<file path="src/rtl/cache_pkg.sv">
// Shared types and geometry helpers for the direct-mapped write-through cache controller.
package cache_pkg;

  typedef enum logic [2:0] {StIdle, StFill, StRdone, StWrite, StWdone} state_e;

  function automatic int unsigned offset_w(input int unsigned block_words);
    return $clog2(block_words);
  endfunction

  function automatic int unsigned index_w(input int unsigned lines);
    return $clog2(lines);
  endfunction

  function automatic int unsigned tag_w(input int unsigned word_size, input int unsigned lines,
                                        input int unsigned block_words);
    return word_size - $clog2(lines) - $clog2(block_words);
  endfunction

endpackage

</file>
<file path="src/rtl/cache_array.sv">
// Valid/tag/data storage: one whole-line write port, one single-word write port, async lookup.
module cache_array import cache_pkg::*; #(
  parameter int unsigned WORD_SIZE   = 16,
  parameter int unsigned LINES       = 4,
  parameter int unsigned BLOCK_WORDS = 4
) (
  input  logic                             clk,
  input  logic                             reset,
  input  logic [WORD_SIZE-1:0]             addr,
  output logic                             hit,
  output logic [WORD_SIZE-1:0]             rdata,
  input  logic                             line_we,
  input  logic [BLOCK_WORDS*WORD_SIZE-1:0] line_data,
  input  logic                             word_we,
  input  logic [WORD_SIZE-1:0]             word_data
);

  localparam int unsigned OffsetW = offset_w(BLOCK_WORDS);
  localparam int unsigned IndexW  = index_w(LINES);
  localparam int unsigned TagW    = tag_w(WORD_SIZE, LINES, BLOCK_WORDS);

  logic [LINES-1:0]     valid_q;
  logic [TagW-1:0]      tag_q  [LINES];
  logic [WORD_SIZE-1:0] data_q [LINES][BLOCK_WORDS];

  logic [OffsetW-1:0] offset;
  logic [IndexW-1:0]  index;
  logic [TagW-1:0]    tag;

  assign offset = addr[OffsetW-1:0];
  assign index  = addr[OffsetW +: IndexW];
  assign tag    = addr[WORD_SIZE-1 -: TagW];

  assign hit   = valid_q[index] && (tag_q[index] == tag);
  assign rdata = data_q[index][offset];

  always_ff @(posedge clk) begin
    if (reset) begin
      valid_q <= '0;
    end else if (line_we) begin
      valid_q[index] <= 1'b1;
    end
  end

  // Tag and data are deliberately left out of reset; valid alone guards them.
  always_ff @(posedge clk) begin
    if (line_we) begin
      tag_q[index] <= tag;
      for (int w = 0; w < BLOCK_WORDS; w++) begin
        data_q[index][w] <= line_data[w*WORD_SIZE +: WORD_SIZE];
      end
    end else if (word_we) begin
      data_q[index][offset] <= word_data;
    end
  end

endmodule

</file>
<file path="src/rtl/cache_ctrl.sv">
// Blocking direct-mapped, write-through, no-write-allocate cache controller with hit/miss
// counters; BYPASS=1 turns every access into a memory access with identical stall timing.
module cache_ctrl import cache_pkg::*; #(
  parameter int unsigned WORD_SIZE   = 16,
  parameter int unsigned LINES       = 4,
  parameter int unsigned BLOCK_WORDS = 4,
  parameter int unsigned BYPASS      = 0
) (
  input  logic                             Clk,
  input  logic                             Reset,
  input  logic                             c_readM,
  input  logic                             c_writeM,
  input  logic [WORD_SIZE-1:0]             c_address,
  input  logic [WORD_SIZE-1:0]             c_wdata,
  output logic [WORD_SIZE-1:0]             c_rdata,
  output logic                             cacheStall,
  output logic                             m_readM,
  output logic                             m_writeM,
  output logic [WORD_SIZE-1:0]             m_address,
  output logic [WORD_SIZE-1:0]             m_wdata,
  input  logic [BLOCK_WORDS*WORD_SIZE-1:0] m_rdata,
  input  logic                             m_ready,
  output logic [WORD_SIZE-1:0]             hit_count,
  output logic [WORD_SIZE-1:0]             miss_count
);

  localparam int unsigned OffsetW = offset_w(BLOCK_WORDS);

  state_e               state_q;
  logic [WORD_SIZE-1:0] rdata_q;
  logic                 arr_hit_raw;
  logic                 hit;
  logic [WORD_SIZE-1:0] arr_word;
  logic [WORD_SIZE-1:0] fill_word;
  logic [OffsetW-1:0]   offset;
  logic                 line_we;
  logic                 word_we;
  logic                 idle_read_hit;

  assign offset        = c_address[OffsetW-1:0];
  assign hit           = arr_hit_raw && (BYPASS == 0);
  assign fill_word     = m_rdata[offset*WORD_SIZE +: WORD_SIZE];
  assign line_we       = (state_q == StFill) && m_ready && (BYPASS == 0);
  assign word_we       = (state_q == StWrite) && m_ready && hit;
  assign idle_read_hit = (state_q == StIdle) && c_readM && !c_writeM && hit;

  cache_array #(
    .WORD_SIZE  (WORD_SIZE),
    .LINES      (LINES),
    .BLOCK_WORDS(BLOCK_WORDS)
  ) u_array (
    .clk       (Clk),
    .reset     (Reset),
    .addr      (c_address),
    .hit       (arr_hit_raw),
    .rdata     (arr_word),
    .line_we   (line_we),
    .line_data (m_rdata),
    .word_we   (word_we),
    .word_data (c_wdata)
  );

  always_comb begin
    cacheStall = 1'b0;
    unique case (state_q)
      StIdle:           cacheStall = c_writeM || (c_readM && !hit);
      StFill, StWrite:  cacheStall = 1'b1;
      default:          cacheStall = 1'b0;
    endcase
  end

  // Hits bypass the latch so read hits complete with zero added latency.
  assign c_rdata = idle_read_hit ? arr_word : rdata_q;

  always_ff @(posedge Clk) begin
    if (Reset) begin
      state_q    <= StIdle;
      m_readM    <= 1'b0;
      m_writeM   <= 1'b0;
      m_address  <= '0;
      m_wdata    <= '0;
      rdata_q    <= '0;
      hit_count  <= '0;
      miss_count <= '0;
    end else begin
      case (state_q)
        StIdle: begin
          if (c_writeM) begin
            m_writeM  <= 1'b1;
            m_address <= c_address;
            m_wdata   <= c_wdata;
            state_q   <= StWrite;
          end else if (c_readM) begin
            if (hit) begin
              hit_count <= hit_count + 1'b1;
            end else begin
              miss_count <= miss_count + 1'b1;
              m_readM    <= 1'b1;
              m_address  <= {c_address[WORD_SIZE-1:OffsetW], {OffsetW{1'b0}}};
              state_q    <= StFill;
            end
          end
        end
        StFill: begin
          if (m_ready) begin
            m_readM <= 1'b0;
            rdata_q <= fill_word;
            state_q <= StRdone;
          end
        end
        StWrite: begin
          if (m_ready) begin
            m_writeM <= 1'b0;
            state_q  <= StWdone;
          end
        end
        StRdone, StWdone: state_q <= StIdle;
        default:          state_q <= StIdle;
      endcase
    end
  end

endmodule

</file>
<file path="config.mk">
export PLATFORM = sky130hd
export DESIGN_NAME = cache_ctrl
export DESIGN_NICKNAME = d
export VERILOG_FILES = /design/src/rtl/cache_pkg.sv /design/src/rtl/cache_array.sv /design/src/rtl/cache_ctrl.sv
export SDC_FILE = /design/constraint.sdc
export NUM_CORES = 1
export LEC_CHECK = 0
export BUFFER_PORTS_ARGS = -buffer_cell sky130_fd_sc_hd__buf_2
export CAP_MARGIN = 20
export CORE_AREA = 4 4 211 213
export DETAILED_ROUTE_END_ITERATION = 6
export DIE_AREA = 0 0 215 217
export SYNTH_ARGS = -nofsm -noshare
export SYNTH_HDL_FRONTEND = slang
export SYNTH_SLANG_ARGS = --single-unit
</file>
<file path="constraint.sdc">
create_clock -name Clk -period 5 [get_ports Clk]
set_input_delay 0 -clock Clk [delete_from_list [all_inputs] [get_ports Clk]]
set_output_delay 0 -clock Clk [all_outputs]
set_load 0.05 [all_outputs]
</file>
---- After elaboration in Yosys (flattened, before gate mapping) ----
Memory sizes are Yosys's and may differ from the RTL's.
Cells that the tools add are included.
storage, ports and cells
  register bits after elaboration ......... 89
  output and inout bits ................... 83
  bits in writable memories ............... 304
  memories ................................ 2
  logic and storage cells ................. 220
cells by class
  reduce and logical (&&, ||, !) cells .... 26
  magnitude comparators ................... 4
  shift-type cells ........................ 1
  bitwise gates (word level) .............. 68
  equal/unequal tests ..................... 12
  add/sub/neg operators ................... 2
  multiplexer cells ....................... 96
memories
  name            depth  bits a word  read ports  clocked after memory_dff  write ports  line               source
  u_array.data_q  4      64           1           0                         1            cache_array.sv:24  logic [WORD_SIZE-1:0] data_q [LINES][BLOCK_WORDS];
  u_array.tag_q   4      12           1           0                         1            cache_array.sv:23  logic [TagW-1:0] tag_q [LINES];
operators with widths
  cell                                                  count
  2-to-1 mux 16 bit                                     7
  2-to-1 mux 1 bit                                      75
  2-to-1 mux 64 bit                                     1
  bitwise OR 1 bit                                      64
  indexed part select 64 x 7 -> 16 bit                  1
  adder 16 x 1 -> 16 bit (second input constant)        2
  binary-select mux 16 bit (select 2 bit)               1
  demux 16 bit (select 2 bit)                           1
  2-to-1 mux 3 bit                                      5
  != test 2 bit (second input constant)                 7
  equality test 12 bit                                  1
  AND reduction 4 bit                                   3
  logical AND 1 bit                                     10
  case mux 3 bit (3 select lines)                       1
  != test 3 bit (second input constant)                 2
  case mux 1 bit (2 select lines)                       3
  AND reduction 3 bit                                   2
  nonzero test 2 bit                                    3
  AND reduction 5 bit                                   1
  bitwise OR 4 bit                                      1
  AND reduction 2 bit                                   2
  equality test 3 x 1 -> 1 bit (second input constant)  1
  equality test 3 x 2 -> 1 bit (second input constant)  1
  >= comparator 3 bit (second input constant)           1
  11 further kinds                                      13

---- Depth between registers and ports, before layout ----
  depth in word-level cells ............... 8
  mapped depth ............................ 12
  gate-level depth less buffers ........... 7

---- By module ----
Synthesis repeated with hierarchy kept, for this count alone.
second synthesis, totals
  cells, all modules ...................... 997
  area total of the unflattened synthesis .. 16,547.1 sq um
modules (own cells, without submodules)
  module       sequential area each (sq um)  cells an instance  times used  area an instance (sq um)
  cache_array  9,208.8                       568                1           12,553.3
  cache_ctrl   1,701.6                       429                1           3,993.8

---- Worst setup path after synthesis ----
No wires, ideal clock.
  path kind ............................... reg2reg
  start ................................... memory u_array.tag_q[1][0] (netlist bit)
  end ..................................... memory u_array.data_q[0][0] (netlist bit), enable pin
  clock period less this slack ............ 3.835 ns
  data arrival time ....................... 3.421 ns
  buffers on the path ..................... 2
  setup time .............................. 0.414 ns
  slack ................................... 1.165 ns
  cell stages (with the launch flop) ...... 10
  path through ............................ edfxtp_1 -> mux4_1 -> xnor2_1 -> nand3_1 -> a2111oi_4 -> buf_4 -> nand2_1 -> or3_1 -> buf_6 -> a211oi_1
on the way
  longest elaborated chain between the ends .. 8
RTL lines
  what                                     line               source
  start, declared                          cache_array.sv:23
  memory read (4 x 12 bit)                 -
  equality test 12 bit                     cache_array.sv:34  assign hit = valid_q[index] && (tag_q[index] == tag);
  logical AND 1 bit                        cache_array.sv:34
  logical AND 1 bit                        cache_ctrl.sv:44   assign word_we = (state_q == StWrite) && m_ready && hit;
  2-to-1 mux 1 bit                         cache_array.sv:52  end else if (word_we) begin
  2-to-1 mux 1 bit                         cache_array.sv:47  if (line_we) begin
  2-to-1 mux 64 bit (not written as such)  cache_array.sv:53  data_q[index][offset] <= word_data;
  bitwise OR 1 bit (no source line)        -
  end, declared                            cache_array.sv:24
Every way passes these cells.

---- Final worst setup path ----
  start ................................... input c_address[3]
  end ..................................... memory u_array.data_q[3][4] (netlist bit), enable pin
on the way
  longest elaborated chain between the ends .. 8
RTL lines
  what                                                                                       line               source
  start, declared                                                                            cache_ctrl.sv:13   input logic [WORD_SIZE-1:0] c_address,
  memory read (4 x 12 bit) / binary-select mux 1 bit (select 2 bit) (equally long branches)  -
  equality test 12 bit / 2-to-1 mux 1 bit (equally long branches)                            cache_array.sv:34
  logical AND 1 bit                                                                          cache_array.sv:34
  logical AND 1 bit                                                                          cache_ctrl.sv:44
  2-to-1 mux 1 bit                                                                           cache_array.sv:52
  2-to-1 mux 1 bit                                                                           cache_array.sv:47
  2-to-1 mux 64 bit (not written as such)                                                    cache_array.sv:53
  bitwise OR 1 bit (no source line)                                                          -
Parallel ways exist; a longest one is shown, timed or not. The select of a mux whose other input is x is not followed.

==> results.sh <==
export IMPL_synth_cell_type_count=61
export IMPL_max_cap_violations=0
export IMPL_combPwrFrac_pct=10.9
export IMPL_dpl_cell_area_sq_um=18550
export IMPL_synth_warning_count=0
export IMPL_initialDrtViolationCount=1128
export IMPL_synth_edf_count=304
export IMPL_antenna_found_initial=1
export IMPL_reg2reg_depth=8
export IMPL_gp_congestion=0.7677
export IMPL_start_util_pct=39.41
export IMPL_run_status="complete, no violations"
export IMPL_holdPathEnd="m_address[0]"
export IMPL_portBuffers=183
export IMPL_drc_errors=0
export IMPL_diodes=0
export IMPL_clkPwrFrac_pct=41.2
export IMPL_grt_setup_unrepaired="false"
export IMPL_seq_area_frac_synth_pct=64.84
export IMPL_die_h_um=217
export IMPL_stdcell_count=1953
export IMPL_crit_family="buffers and inverters"
export IMPL_postCtsResizedCells=0
export IMPL_design_area_sq_um=21070
export IMPL_cp_num_buf_inv=4
export IMPL_synth_avg_cell_area_sq_um=16.06
export IMPL_nets=1476
export IMPL_antenna_left=0
export IMPL_wl_um=45460
export IMPL_insertion_delay_ns=0.55
export IMPL_fillCellCount=3632
export IMPL_worstSetupPathDepth=11
export IMPL_htree_levels=2
export IMPL_crit_fanout=29
export IMPL_crit_path_frequent_cell="buf_4"
export IMPL_grt_usage_pct=19.37
export IMPL_p_total_mw=7.589
export IMPL_cts_root_buf="clkbuf_16"
export IMPL_crit_reg2reg_launch="u_array.tag_q[3][10]"
export IMPL_synth_top_area_share_pct=54.25
export IMPL_cp_cell_sequence="dlygate4sd3_1 > buf_4 > buf_4 > mux2i_1 > mux2i_1 > o22ai_1 > and4b_1 > nand2_1 > or3_1 > a21oi_2 > buf_4"
export IMPL_regArea_sq_um=10910
export IMPL_setup_worst_path_end_class="flip-flop"
export IMPL_synth_nets=1151
export IMPL_first_global_vias=10710
export IMPL_slew_viol_final=0
export IMPL_fin_tns_setup_ns=0
export IMPL_hold_path_class="in -> reg"
export IMPL_placedCellCount=1763
export IMPL_rows=76
export IMPL_vias=10660
export IMPL_cts_buffer_depth=3
export IMPL_drive_above_1_share_pct=35.25
export IMPL_skew_ns=0.01019
export IMPL_core_sq_um=42700
export IMPL_syn_cell_area_sq_um=16830
export IMPL_dp_hpwl_um=30840
export IMPL_r2r_setup_slack_ns=1.44
export IMPL_synthTopCellsByCount="304 x edfxtp_1, 98 x mux4_2, 89 x dfxtp_1"
export IMPL_path_clk_slew_ns=0.06
export IMPL_final_util_pct=49.36
export IMPL_synth_most_common_cell="edfxtp_1"
export IMPL_drt_vias_per_instance=5.460
export IMPL_cellPowerDensity_nw_per_um2=360.1
export IMPL_grt_max_degree=65
export IMPL_hp_start="c_address[0]"
export IMPL_multi_input_area_sq_um=5633
export IMPL_finalHoldViolations=0
export IMPL_period_share_pct=78.89
export IMPL_finalSetupViolCount=0
export IMPL_hold_depth=3
export IMPL_max_slew_margin_pct=21.67
export IMPL_max_slew_worst_pin_slew_ns=1.175
export IMPL_grt_overflow=0
export IMPL_max_vdd_ir_drop_uv=241.4
export IMPL_path_class="in -> reg"
export IMPL_syn_to_final_growth_pct=25.23
export IMPL_ios=184
export IMPL_worst_r2r_endpoint="u_array.data_q[3][4]"
export IMPL_slowest_delay_ns=0.64
export IMPL_min_period_ns=3.945
export IMPL_worstPathRequired_ns=5.24
export IMPL_intPower_mw=5.785
export IMPL_cts_tree="built"
export IMPL_numClockSinks=393
export IMPL_crit_path_start_kind="input pin"
export IMPL_syn_inst=1048
export IMPL_synth_area_leader_cell="edfxtp_1"
export IMPL_crit_slowest_cell="or3_1"
export IMPL_async_flop_share_pct=0
export IMPL_die_w_um=215
export IMPL_seq_power_share_pct=47.9
export IMPL_grt_pass1_wl_um=68100
export IMPL_max_freq_mhz=253.5
export IMPL_synth_area_leaders="edfxtp_1 54%, mux4_2 13%, dfxtp_1 11%"
export IMPL_yosys_register_bits=393
export IMPL_crit_arrival_ns=4.18
export IMPL_synth_main_ff_cell="edfxtp_1"
export IMPL_die_area_sq_um=46660
export IMPL_drtPass1Iterations=5
export IMPL_cts_buffers_inserted=44
export IMPL_p_leak_nw=7.608
export IMPL_power_switching_mw=1.804
export IMPL_switching_share_pct=23.77
export IMPL_wl_per_cell_um=23.28
==> repair_timing <==
action	CTS	global route
setup buffers	0	0
endpoints found under the hold margin	356	0
hold buffers	109	0
==> layer usage <==
metal  up-vias  track usage, %  share of wire [%]  routed length [um]
li1       4740               -                  -                   -
met3        58           3.700                7.1                3236
met1      5476           28.01                 44               20100
met4         0           4.788                1.9                 878
met2       389           30.62                 47               21250
met5         -               0                  0                   0
==> through the flow <==
stage | hold WS, ns | setup WS [ns]
2_1_floorplan | 0.09887 | 1.165
3_3_place_gp | 0.2640 | 1.163
3_5_place_dp | 0.2838 | 1.055
4_1_cts | 0.03419 | 1.089
5_1_grt | 0.07225 | 0.7510
6_report | 0.03881 | 1.055
==> flip-flops by register name (all words and copies together), names as in the netlist <==
name and flops:
rdata_q 16, u_array.data_q 256, hit_count 16, u_array.valid_q 4, m_address 16, u_array.tag_q 48, m_writeM 1, m_readM 1
m_wdata 16, miss_count 16, state_q 3
==> cell families (layout without fill, tap and decap cells) <==
group / count (synthesis) / after routing / synth area share (%)
AO/OA/AOI/OAI: 89 / 89 / 3.420
adder cells (fa/ha/maj): 2 / 2 / 0.1487
buffers and inverters: 74 / 433 / 1.941
XOR/XNOR: 22 / 22 / 1.145
AND/OR/NAND/NOR: 243 / 243 / 6.707
flip-flops: 393 / 393 / 64.84
multiplexers: 225 / 225 / 21.80
==> worst register-to-register path, delay by kind of cell, from the launching register on <==
| kind | cells | cell delay (ns) |
|---|---|---|
| buf+inv | 1 | 0.31 |
| compound gates | 2 | 0.65 |
| mux | 2 | 0.49 |
| flops | 1 | 0.37 |
| simple gates | 3 | 1.43 |
==> layout by cell type, fill, tap and decap left out, drive strengths merged, types with 14 or more instances in the layout <==
cell / synthesis / layout
mux4: 99 / 99
dfxtp: 89 / 89
clkbuf: 28 / 58
nor2: 70 / 70
inv: 14 / 15
xnor2: 19 / 19
nand2: 85 / 85
clkinv: 0 / 14
buf: 32 / 230
dlygate4sd3: 0 / 109
nand3: 17 / 17
a21oi: 49 / 49
edfxtp: 304 / 304
mux2i: 35 / 35
nor2b: 16 / 16
mux2: 91 / 91
==> final cells by class <==
cell class                      count  share of cell area (%)
Clock buffer                       58                   5.718
Clock inverter                     22                  0.9381
Inverter                           14                  0.2494
Multi-Input combinational cell    581                   26.73
Sequential cell                   393                   51.78
Tap cell                          546                   3.242
Timing Repair Buffer              339                   11.35
==> power groups by stage <==
stage,clock network (mW),logic [mW],registers (mW)
6_report,3.13,0.825,3.64
2_1_floorplan,0,0.392,3.79
4_1_cts,3.19,0.823,3.64
3_5_place_dp,0,0.751,3.71
5_1_grt,3.33,0.881,3.64
3_3_place_gp,0,0.740,3.70
==> worst max-delay path by stage <==
stage                        start              endpoint  slack, ns
2_1_floorplan  u_array.tag_q[1][0]  u_array.data_q[0][0]       1.17
3_3_place_gp          c_address[3]  u_array.data_q[3][1]       1.16
3_5_place_dp          c_address[3]  u_array.data_q[3][1]       1.06
4_1_cts               c_address[3]  u_array.data_q[3][4]       1.09
5_1_grt               c_address[3]  u_array.data_q[3][5]       0.75
6_report              c_address[3]  u_array.data_q[3][4]       1.06
Power figures use the tool's default switching activity.
